===== src/rtl/comp_flag_bank.sv =====
// ----------------------------------------------------------------------------
// comp_flag_bank
//   Bank of comparison-flag registers, one per sequencer thread. Each bank is
//   presented as {Always=1, Never=0, flags[FLAG_W-1:0]}. CMP issue and CMP
//   result are decoupled; a per-bank outstanding counter holds off branch
//   condition queries until every in-flight CMP on that bank has retired.
//
// Ports
//   clk            rising-edge clock
//   reset          asynchronous active-low reset
//   i_issue_valid  ALU op issue strobe
//   i_issue_bank   bank of the issuing op
//   ALU_op         opcode; only CMP_OP is counted
//   o_issue_ready  bank of i_issue_bank can take another CMP
//   i_res_valid    CMP result strobe
//   i_res_bank     bank written by the result
//   i_res_acc      1: OR-accumulate into flags, 0: overwrite
//   i_comp_flag    ALU comparison flags
//   i_clr          per-bank flag clear (Always/Never untouched)
//   i_q_valid      condition query request
//   i_q_bank       bank queried
//   i_q_sel        condition bit index into the full bank word
//   o_q_ready      queried bank has no CMP in flight
//   o_q_valid      query response strobe (one cycle after acceptance)
//   o_q_cond       selected condition bit
//   o_comp_reg     all banks, bank b at [b*(FLAG_W+2) +: FLAG_W+2]
//   o_err          sticky protocol error, cleared only by reset
// ----------------------------------------------------------------------------

`ifndef CMP
`define CMP 4'h3
`endif

module comp_flag_bank #(
    parameter int unsigned NUM_BANKS = 4,
    parameter int unsigned FLAG_W    = 10,
    parameter int unsigned MAX_OUT   = 3,
    parameter logic [3:0]  CMP_OP    = `CMP,
    localparam int unsigned BW = (NUM_BANKS > 1) ? $clog2(NUM_BANKS) : 1,
    localparam int unsigned SW = $clog2(FLAG_W + 2),
    localparam int unsigned CW = $clog2(MAX_OUT + 1),
    localparam int unsigned RW = FLAG_W + 2
) (
    input  logic                    clk,
    input  logic                    reset,
    input  logic                    i_issue_valid,
    input  logic [BW-1:0]           i_issue_bank,
    input  logic [3:0]              ALU_op,
    output logic                    o_issue_ready,
    input  logic                    i_res_valid,
    input  logic [BW-1:0]           i_res_bank,
    input  logic                    i_res_acc,
    input  logic [FLAG_W-1:0]       i_comp_flag,
    input  logic [NUM_BANKS-1:0]    i_clr,
    input  logic                    i_q_valid,
    input  logic [BW-1:0]           i_q_bank,
    input  logic [SW-1:0]           i_q_sel,
    output logic                    o_q_ready,
    output logic                    o_q_valid,
    output logic                    o_q_cond,
    output logic [NUM_BANKS*RW-1:0] o_comp_reg,
    output logic                    o_err
);

    // Only the writable flag bits are stored; Always/Never are constants.
    logic [FLAG_W-1:0] r_flags [NUM_BANKS];
    logic [CW-1:0]     r_cnt   [NUM_BANKS];
    logic              r_q_valid;
    logic              r_q_cond;
    logic              r_err;

    logic [FLAG_W-1:0] w_flags_d [NUM_BANKS];
    logic [CW-1:0]     w_cnt_d   [NUM_BANKS];

    logic              w_issue_bank_ok;
    logic              w_res_bank_ok;
    logic              w_q_bank_ok;
    logic              w_is_cmp;
    logic              w_issue_rdy;
    logic              w_issue_acc;
    logic              w_issue_err;
    logic [CW-1:0]     w_res_cnt;
    logic              w_res_ok;
    logic              w_res_err;
    logic              w_q_rdy;
    logic              w_q_acc;
    logic              w_q_err;
    logic [RW-1:0]     w_q_word;
    logic              w_q_bit;

    // Bank range checks; indices are only used once qualified by these.
    assign w_issue_bank_ok = 32'(i_issue_bank) < NUM_BANKS;
    assign w_res_bank_ok   = 32'(i_res_bank) < NUM_BANKS;
    assign w_q_bank_ok     = 32'(i_q_bank) < NUM_BANKS;

    assign w_is_cmp    = (ALU_op == CMP_OP);
    assign w_issue_rdy = w_issue_bank_ok && (r_cnt[i_issue_bank] < CW'(MAX_OUT));
    assign w_issue_acc = i_issue_valid && w_is_cmp && w_issue_rdy;
    // Covers both a full bank and an out-of-range bank.
    assign w_issue_err = i_issue_valid && w_is_cmp && !w_issue_rdy;

    assign w_res_cnt = w_res_bank_ok ? r_cnt[i_res_bank] : '0;
    assign w_res_ok  = i_res_valid && w_res_bank_ok;
    assign w_res_err = i_res_valid && (!w_res_bank_ok || (w_res_cnt == '0));

    assign w_q_rdy = w_q_bank_ok && (r_cnt[i_q_bank] == '0);
    assign w_q_acc = i_q_valid && w_q_rdy;
    assign w_q_err = i_q_valid && !w_q_bank_ok;

    assign o_issue_ready = w_issue_rdy;
    assign o_q_ready     = w_q_rdy;
    assign o_q_valid     = r_q_valid;
    assign o_q_cond      = r_q_cond;
    assign o_err         = r_err;

    // Condition select reads the pre-edge register; no result bypass.
    always_comb begin
        w_q_word = {1'b1, 1'b0, (w_q_bank_ok ? r_flags[i_q_bank] : {FLAG_W{1'b0}})};
        w_q_bit  = 1'b0;
        if (32'(i_q_sel) < RW) begin
            w_q_bit = w_q_word[i_q_sel];
        end
    end

    always_comb begin
        for (int b = 0; b < NUM_BANKS; b++) begin
            logic w_hit_res;
            logic w_inc;
            logic w_dec;
            w_hit_res    = w_res_ok && (i_res_bank == BW'(b));
            w_inc        = w_issue_acc && (i_issue_bank == BW'(b));
            // A stray result on an idle bank leaves the count at zero.
            w_dec        = w_hit_res && (r_cnt[b] != '0);
            w_flags_d[b] = r_flags[b];
            if (i_clr[b]) begin
                w_flags_d[b] = '0;
            end
            // Result takes priority over a same-cycle clear.
            if (w_hit_res) begin
                w_flags_d[b] = i_res_acc ? (r_flags[b] | i_comp_flag) : i_comp_flag;
            end
            w_cnt_d[b] = r_cnt[b] + CW'(w_inc) - CW'(w_dec);
        end
    end

    always_comb begin
        o_comp_reg = '0;
        for (int b = 0; b < NUM_BANKS; b++) begin
            o_comp_reg[b*RW +: RW] = {1'b1, 1'b0, r_flags[b]};
        end
    end

    always_ff @(posedge clk or negedge reset) begin
        if (!reset) begin
            for (int b = 0; b < NUM_BANKS; b++) begin
                r_flags[b] <= '0;
                r_cnt[b]   <= '0;
            end
            r_q_valid <= 1'b0;
            r_q_cond  <= 1'b0;
            r_err     <= 1'b0;
        end else begin
            for (int b = 0; b < NUM_BANKS; b++) begin
                r_flags[b] <= w_flags_d[b];
                r_cnt[b]   <= w_cnt_d[b];
            end
            r_q_valid <= w_q_acc;
            r_q_cond  <= w_q_acc ? w_q_bit : 1'b0;
            r_err     <= r_err | w_issue_err | w_res_err | w_q_err;
        end
    end

endmodule

===== config.mk =====
export PLATFORM = sky130hd
export DESIGN_NAME = comp_flag_bank
export DESIGN_NICKNAME = d
export VERILOG_FILES = /design/src/rtl/comp_flag_bank.sv
export SDC_FILE = /design/constraint.sdc
export NUM_CORES = 1
export LEC_CHECK = 0
export BUFFER_PORTS_ARGS = -buffer_cell sky130_fd_sc_hd__buf_2
export CORE_MARGIN = 3
export CORE_UTILIZATION = 45
export DETAILED_ROUTE_END_ITERATION = 10
export PLACE_DENSITY = 0.77
export SYNTH_ARGS = -nofsm -noshare
export SYNTH_HDL_FRONTEND = slang
export SYNTH_SLANG_ARGS = --single-unit
export TNS_END_PERCENT = 1

===== constraint.sdc =====
create_clock -name clk -period 1.93 [get_ports clk]
set_input_delay 0.193 -clock clk [delete_from_list [all_inputs] [get_ports clk]]
set_output_delay 0.193 -clock clk [all_outputs]
set_load 0.05 [all_outputs]

==> results of run 1 <==
## metal layers
layer	wire length [um]	part of all wire	vias to the layer above
met5	0	0	-
met4	153	0.023	0
met3	489	0.072	18
met2	3190	0.47	80
met1	2920	0.43	1029
li1	-	-	957
## where the power goes
group	switching (mW)	internal (mW)
Clock	0.374	0.293
Sequential	0.0937	1.22
Combinational	0.685	0.434
## worst paths after layout
check                               start        endpoint  slack (ps)  cells after the start
worst min register to register      o_err           o_err         480                      2
worst max-delay path             r_cnt[6]        r_cnt[7]        -190                      9
min in group asynchronous           reset  o_comp_reg[31]         340                      2
worst max register to register   r_cnt[6]        r_cnt[7]        -190                      9
max in group asynchronous           reset  o_comp_reg[14]        1000                      3
worst min-delay path            ALU_op[3]           o_err         100                      2
## what timing repair did
item	4_1_cts	5_1_grt
setup endpoints to repair	4	4
endpoints found under the hold margin	18	0
pin swaps	0	1
hold buffers	1	0
resized for setup	4	2
## worst reg2reg max path, cell delays in order (launching register included)
cell     delay [ps]
dfrtp_1         390
nand2_1          80
nor2_1           40
a311o_1         290
or4_1           480
ha_1            300
inv_2            40
ha_4            150
xnor2_2         130
xnor2_1         120
## layout make-up
cell class,count,area [um^2]
inverter,4,15.0
clock inverter,2,16.3
fill,453,2110
timing repair buffer,95,520
sequential,51,1280
clock buffer,6,82.6
tap,70,87.6
multi-input combinational,141,1230
## metrics by stage
step | worst slack (ps) | power (mW) | setup TNS (ps) | util
final | -191 | 3.10 | -270 | 0.605
after global routing | -248 | 3.25 | -527 | 0.605
after CTS | -199 | 3.10 | -320 | 0.603
after detailed placement | -227 | 2.42 | -301 | 0.579
after global placement | -166 | 2.40 | -173 | 0.579
after floorplan | -139 | 2.03 | -139 | -
## cells by family (layout without fill, tap and decap cells)
family          after synthesis  in the layout  synth area share
fa+ha+maj                     8              8            0.0388
other cells                   2              8           0.00291
simple gates                 41             41            0.0859
flops                        51             51             0.495
mux                          19             19             0.116
buf+inv                      20            107            0.0485
compound gates               57             57             0.186
xor+xnor                      8              8            0.0272
## cells in the final DEF (no fill, tap or decap), types with 2 or more instances in the layout
cell,Yosys,final
conb_1,2,8
xnor2_2,0,2
clkbuf_8,0,6
buf_4,8,16
or2_2,2,2
mux2i_1,8,8
a21oi_2,4,4
or4_1,2,2
o31ai_1,2,2
nor3b_1,2,2
dfrtp_1,51,51
ha_1,8,6
inv_1,4,3
a22o_1,40,40
a21oi_1,2,2
nand2_1,6,6
o221ai_1,3,3
xnor2_1,8,6
nand3_1,2,2
nor3_1,2,2
mux4_2,7,7
mux2_2,3,3
nor2_1,16,16
buf_2,3,78
==> results.md, run 1 <==
* Asr flop ratio synth at 1.00
* Synth warnings at 0
* CTS tree: yes
* VDD IR-drop max at 0.384 mV
* Post-DP HPWL at 5080 um
* Period utilization at 1.10
* Antenna cells at 0
* Mapped Cells at 206
* Placed cells at 360
* Grt total ovfl at 0
* WL final at 6750 um
* Seq cells post-synth at 51
* Post-DRT Antenna Nets at 0
* Area growth syn-to-layout at 25.2%
* Most Used Layer, Global Route: met2
* Sequential-to-total area share from yosys stat at 0.495
* CTS root buf: clkbuf_8
* Vias/cell at 5.65
* Ranking of synthesized cells by area: dfrtp_1 50%, a22o_1 14%, mux4_2 6.1%
* Worst Path Max Fanout at 3
* Row Count at 26
* Core Area at 5340 um^2
* Status: finished with violations
* Layout Nets at 340
* Largest net degree at the start of global routing at 21
* WP data required at 2130 ps
* Num CTS Buffers at 5
* Starting density of the core at 0.483
* Clock sink total at 51
* Final WS setup at -191 ps
* Mapped cell area at 2580 um^2
* CP Cell Sequence: nand2_1 > nor2_1 > a311o_1 > or4_1 > ha_1 > inv_2 > ha_4 > xnor2_2 > xnor2_1
* Setup Buffers After CTS at 0
* Final Max Tran Viols at 0
* Pwr Density at 959 nW/um^2
* Min Clock Period, post-route at 2120 ps
* Clock latency on the worst-skew pair at 310 ps
* CP top delay family: simple AND/OR/NAND/NOR gates
* GRT Util Overall at 0.211
* Final Non-Filler Cells at 369
* Cell taking the most area after synthesis: dfrtp_1
* Chip width at 81.7 um
* Post-synth EDFFs at 0
* Relative slew margins at 0.423
* First-pass DRT Iterations at 4
* Met1 GRT Util at 0.290
* Final setup violation count at 2
* Crit path launch type: flip-flop
* Commonest cells in the netlist: 51 x dfrtp_1, 40 x a22o_1, 16 x nor2_1
* Failing checks: setup timing
* Crit-path slowest cell: or4_1
* WP buf/inv at 1
* Layout cells sized above 1 at 0.418
* Area post-placement at 3090 um^2
* WHS at 96.2 ps
* Synth unique cells at 41
* Crit path kind: reg -> reg
* Clock skew at 11.2 ps
* Initial antenna violation count at 0
* First-pass GRT wire length at 10,500 um
* DR WL/cell at 18.3 um
* Slowest cell delay on critical path at 480 ps
* Die height at 81.7 um
* Clk slew on worst S/H paths at 100 ps
* I/O pins at 87
* DRC viols at 0
* Post-synth top flop: dfrtp_1
* Worst hold path class: in -> reg
* Met2 GRT Util at 0.318
* Max-cap viol count at 0
* Met3 Use GR at 0.0603
* Initial drt markers at 92
* Gpl congestion at 0.811
* Slew at the pin closest to its max-slew limit at 863 ps
* H-tree depth at 2
* Die Area at 6670 um^2
* Via count at 2,084
* Hold Vio Cnt, Final at 0
* Post-synth top area share at 0.495
* Maximum clock path buffer count at 2
* Vias in the first global route at 2,063
* CP Data Arrival Time at 2320 ps
* Finished Cell Area at 3230 um^2
* Largest register FFs at 40
* Port bufs at 78
* Worst setup EP type: flip-flop
* P_leak at 1.66 nW
* Most numerous cell in the Yosys netlist: dfrtp_1
* Max frequency at 472 MHz
* RSZ-0062 raised after global routing: yes
* Syn Area/Cell at 12.5 um^2
No activity file was read; power rests on OpenSTA's default activity.
==> run 2, diff against run 1 <==
--- a/config.mk
+++ b/config.mk
@@ -5,11 +5,13 @@
 export SDC_FILE = /design/constraint.sdc
 export NUM_CORES = 1
 export LEC_CHECK = 0
+export ABC_AREA = 1
 export BUFFER_PORTS_ARGS = -buffer_cell sky130_fd_sc_hd__buf_2
 export CORE_MARGIN = 3
-export CORE_UTILIZATION = 45
+export CORE_UTILIZATION = 46
 export DETAILED_ROUTE_END_ITERATION = 10
 export PLACE_DENSITY = 0.77
+export REMOVE_ABC_BUFFERS = 1
 export SYNTH_ARGS = -nofsm -noshare
 export SYNTH_HDL_FRONTEND = slang
 export SYNTH_SLANG_ARGS = --single-unit
==> results.md, run 2 <==
* Most frequent cells in the layout: 78 x buf_2, 62 x inv_1, 51 x dfrtp_1
* Die Area at 7140 um^2
* Mapped Cells at 327
* Period utilization at 0.958
* Mapped cell area at 2830 um^2
* Commonest non-fill, non-tap cell in the layout: buf_2
* Antenna cells at 0
* Row Count at 27
* Area growth syn-to-layout at 19.4%
* Ranking of synthesized cells by area: dfrtp_1 45%, inv_1 8.2%, nand3_1 6.9%
* Gpl congestion at 0.900
* DR WL/cell at 15.5 um
* Worst setup EP type: flip-flop
* DRC viols at 0
* P_leak at 1.82 nW
* Pwr Density at 896 nW/um^2
* Syn Area/Cell at 8.66 um^2
* Status: finished clean
* CP Data Arrival Time at 2070 ps
* Commonest cells in the netlist: 62 x inv_1, 51 x dfrtp_1, 46 x nand2_1, 39 x nand3_1, 30 x o22ai_1
* Post-DP HPWL at 5580 um
* Post-DRT Antenna Nets at 0
* Placed cells at 472
* Asr flop ratio synth at 1.00
* Clock sink total at 51
* Post-synth top area share at 0.451
* Worst Path Max Fanout at 4
* Post-layout utilization of the core at 0.589
* CTS root buf: clkbuf_8
* First-pass GRT wire length at 12,100 um
* Vias/cell at 5.33
* WL final at 7480 um
* Largest net degree at the start of global routing at 24
* Final Max Tran Viols at 0
* Max frequency at 541 MHz
* Final Non-Filler Cells at 483
* Crit path launch type: flip-flop
* Die height at 84.5 um
* Sequential-to-total area share from yosys stat at 0.451
* Initial antenna violation count at 0
* Maximum clock path buffer count at 2
* Chip width at 84.5 um
* Hold Vio Cnt, Final at 0
* Initial drt markers at 152
* Starting density of the core at 0.493
* Layout Nets at 452
* Largest register FFs at 40
* CTS tree: yes
* Crit path kind: reg -> reg
* I/O pins at 87
* Num CTS Buffers at 5
* Seq cells post-synth at 51
* WP data required at 2150 ps
* Min Clock Period, post-route at 1850 ps
* Layout cells sized above 1 at 0.309
* Clk slew on worst S/H paths at 90 ps
* Vias in the first global route at 2,500
* Cell taking the most area after synthesis: dfrtp_1
* Via count at 2,572
* Relative slew margins at 0.615
* Total Power at 3.03 mW
* VDD IR-drop max at 0.492 mV
* Worst hold path class: in -> reg
* Post-synth EDFFs at 0
* Post-synth top flop: dfrtp_1
* GRT Util Overall at 0.211
* Grt total ovfl at 0
* First-pass DRT Iterations at 6
* Slew at the pin closest to its max-slew limit at 578 ps
* Final TNS setup at 0 ps
* Core Area at 5740 um^2
* Most numerous cell in the Yosys netlist: inv_1
* Clock latency on the worst-skew pair at 310 ps
* Clock skew at 9.58 ps
* Synth unique cells at 32
* Final setup violation count at 0
* Port bufs at 78
* Max-cap viol count at 0
* H-tree depth at 2
* Fill cell count at 516
* Synth warnings at 0
==> run 2: changes by cell type in the layout (fill, tap and decap cells not counted), sizes merged, moves of 5 or more <==
cell	change
mux2i	-8
o21ai	+7
nand2	+43
mux4	-8
buf	-5
o22ai	+40
inv	+61
nand3	+41
a22o	-40
==> run 2: worst max-delay path, cell delays in order (launching register included) <==
cell and delay, ps:
dfrtp_1 420, a22oi_2 220, nand3_2 110, a21oi_2 220, nand3_1 110, ha_1 280
inv_1 40, ha_1 190, xnor2_1 170
==> run 2: layout make-up <==
cell class / count / area [um^2] / area share
multi-input combinational: 197 / 1200 / 0.356
clock buffer: 7 / 76.3 / 0.0226
timing repair buffer: 90 / 483 / 0.143
sequential: 51 / 1280 / 0.377
clock inverter: 1 / 5.00 / 0.00148
tap: 72 / 90.1 / 0.0266
inverter: 65 / 249 / 0.0736
==> run 2: metal layers <==
layer,vias to the layer above,wire length [um],GRT usage
met5,-,0,0
met4,0,135,0.0619
met3,17,473,0.0412
met2,110,3770,0.369
met1,1221,3100,0.265
li1,1224,-,-
==> run 2: worst paths after layout <==
kind / to / cells after the start / from / slack, ps
setup / recovery: r_cnt[3] / 8 / r_cnt[6] / 80
hold / removal: o_q_cond / 3 / i_q_sel[3] / 140
setup reg to reg: r_cnt[3] / 8 / r_cnt[6] / 80
hold reg to reg: o_err / 2 / o_err / 500
max in group asynchronous: o_comp_reg[1] / 3 / reset / 1010
min in group asynchronous: o_comp_reg[7] / 2 / reset / 310
==> run 2: cells by family (layout without fill, tap and decap cells) <==
logic type | Yosys count | after routing | synth area share
AOI/OAI and AO/OA | 61 | 61 | 0.165
xor gates and xnor gates | 8 | 8 | 0.0247
adders and majority gates | 8 | 8 | 0.0353
buffers and inverters | 85 | 163 | 0.138
DFF | 51 | 51 | 0.451
other | 2 | 8 | 0.00265
and+or+nand+nor | 112 | 112 | 0.184
==> run 2: through the flow <==
| step | setup WS (ps) | hold slack [ps] | cell area, um^2 |
|---|---|---|---|
| 2_1_floorplan | 270 | -103 | 2710 |
| 3_3_place_gp | 156 | 104 | 3260 |
| 3_5_place_dp | 43.3 | 111 | 3260 |
| 4_1_cts | 85.0 | 136 | 3350 |
| 5_1_grt | -20.4 | 145 | 3380 |
| 6_report | 81.9 | 140 | 3380 |
==> run 2: timing repair <==
| action | CTS | global route |
|---|---|---|
| endpoints found under the hold margin | 13 | 0 |
| setup buffers | 0 | 2 |
| hold buffers | 1 | 0 |
| resized for setup | 0 | 3 |
| endpoints found under the setup margin | 0 | 2 |
==> run 2: power by group <==
group / leakage (nW) / internal (mW) / total (mW) / switching [mW]
Sequential: 0.668 / 1.22 / 1.34 / 0.127
Clock: 0.0422 / 0.256 / 0.605 / 0.350
Combinational: 1.11 / 0.345 / 1.08 / 0.735
Total: 1.82 / 1.82 / 3.03 / 1.21
==> run 3, diff against run 2 <==
--- a/config.mk
+++ b/config.mk
@@ -7,10 +7,12 @@
 export LEC_CHECK = 0
 export ABC_AREA = 1
 export BUFFER_PORTS_ARGS = -buffer_cell sky130_fd_sc_hd__buf_2
+export CORE_ASPECT_RATIO = 0.9
 export CORE_MARGIN = 3
 export CORE_UTILIZATION = 46
 export DETAILED_ROUTE_END_ITERATION = 10
 export PLACE_DENSITY = 0.77
+export RECOVER_POWER = 25
 export REMOVE_ABC_BUFFERS = 1
 export SYNTH_ARGS = -nofsm -noshare
 export SYNTH_HDL_FRONTEND = slang
==> results.md, run 3 (synthesis results as in run 2) <==
* Area growth syn-to-layout at 20.3%
* Worst Path Max Fanout at 4
* Placed cells at 470
* Commonest non-fill, non-tap cell in the layout: buf_2
* Maximum clock path buffer count at 2
* Clock latency on the worst-skew pair at 300 ps
* Chip width at 88.7 um
* Status: finished clean
* Starting density of the core at 0.486
* H-tree depth at 2
* Switching Share at 0.368
* WL final at 7640 um
* Max frequency at 557 MHz
* Clk pwr share at 0.267
* Period utilization at 0.930
* Final Max Tran Viols at 0
* Layout cells sized above 1 at 0.302
* Crit path launch type: flip-flop
* Logic pwr share at 0.322
* Initial drt markers at 153
* Final Non-Filler Cells at 480
* Reg power frac at 0.411
* Sw power at 1.20 mW
* Port bufs at 78
* Min Clock Period, post-route at 1800 ps
* Clk slew on worst S/H paths at 90 ps
* Die Area at 7140 um^2
* Final setup violation count at 0
* Relative slew margins at 0.515
* Crit path kind: reg -> reg
* Worst setup EP type: flip-flop
* Row Count at 26
* Num CTS Buffers at 5
* Slew at the pin closest to its max-slew limit at 728 ps
* VDD IR-drop max at 0.529 mV
* Core Area at 5820 um^2
* Hold Vio Cnt, Final at 0
* WP data required at 2120 ps
* Post-DP HPWL at 5690 um
* Vias in the first global route at 2,428
* First-pass GRT wire length at 11,900 um
* I/O pins at 87
* Largest net degree at the start of global routing at 24
* Gpl congestion at 0.917
* Clock skew at 7.22 ps
* First-pass DRT Iterations at 4
* GRT Util Overall at 0.217
* DR WL/cell at 15.9 um
* CTS root buf: clkbuf_8
* Die height at 80.4 um
* Antenna cells at 0
* Layout Nets at 451
* P_leak at 1.83 nW
* CTS tree: yes
* Max-cap viol count at 0
* Worst hold path class: in -> reg
* Largest register FFs at 40
* Most frequent cells in the layout: 77 x buf_2, 62 x inv_1, 51 x dfrtp_1
* Vias/cell at 5.36
* CP Data Arrival Time at 1990 ps
* Via count at 2,571
* Total Power at 3.27 mW
* Clock sink total at 51
* Grt total ovfl at 0
* Post-DRT Antenna Nets at 0
* Initial antenna violation count at 0
* Internal at 2.06 mW
* DRC viols at 0
* Pwr Density at 958 nW/um^2
run 3: cell types whose count changed in the layout (fill, tap and decap cells not counted):
cell,previous run,this run
a22oi_1,0,1
clkbuf_2,0,2
clkinv_2,1,0
nand3_2,5,4
a22oi_2,2,1
nand3_1,38,39
bufinv_16,0,2
buf_2,78,77
buf_4,11,8
run 3: metal layers:
metal / GRT usage / wire [um] / vias up / share of wire
met1: 0.294 / 3210 / 1229 / 0.42
met4: 0.0695 / 148 / 0 / 0.019
met3: 0.0410 / 633 / 12 / 0.083
li1: - / - / 1220 / -
met2: 0.349 / 3640 / 110 / 0.48
met5: 0 / 0 / - / 0
run 3: metrics by stage:
step	hold slack (ps)	instance area (um^2)	setup TNS (ps)	util	worst slack, ps
final	123	3410	0	0.585	134
after global routing	119	3410	-7.44	0.585	-7.44
after CTS	121	3400	0	0.584	75.4
after detailed placement	98.8	3260	0	0.560	27.7
after global placement	98.1	3260	0	0.560	148
after floorplan	-103	2710	0	-	270
run 3: layout make-up:
class                   count  area, um^2
fillers                   524        2410
flip-flops and latches     51        1280
inverters                  65         249
repair buffers             89         469
clock buffers               6        72.6
multi-input cells         197        1190
well taps                  70        87.6
clock inverters             2        60.1
run 3: power by group through the flow:
stage / clock [mW] / sequential (mW) / combinational, mW
floorplan: 0 / 1.55 / 0.523
global placement: 0 / 1.35 / 1.00
detailed placement: 0 / 1.36 / 1.03
CTS: 0.884 / 1.34 / 1.03
global route: 0.927 / 1.36 / 1.14
finish: 0.872 / 1.34 / 1.05
run 3: timing repair:
| item | CTS | global route |
|---|---|---|
| hold buffers | 1 | 0 |
| setup buffers | 0 | 1 |
| gates resized for setup | 0 | 1 |
| endpoints found under the hold margin | 11 | 0 |
| endpoints found under the setup margin | 0 | 4 |
run 3: path summary, 6_finish.rpt:
| kind | start | endpoint | slack, ps | depth (start not counted) |
|---|---|---|---|---|
| max | r_cnt[7] | r_cnt[3] | 130 | 8 |
| min | i_q_sel[3] | o_q_cond | 120 | 3 |
| max reg2reg | r_cnt[7] | r_cnt[3] | 130 | 8 |
| min reg2reg | o_err | o_err | 500 | 2 |
| max in group asynchronous | reset | o_comp_reg[28] | 460 | 3 |
| min in group asynchronous | reset | o_comp_reg[12] | 450 | 2 |
run 3: worst max-delay path, stage by stage (launching register included):
cell     delay, ps
dfrtp_1        430
a22oi_2        190
nand3_1        130
a21oi_2        220
nand3_1        100
ha_1           280
inv_1           40
ha_1           170
xnor2_1        120
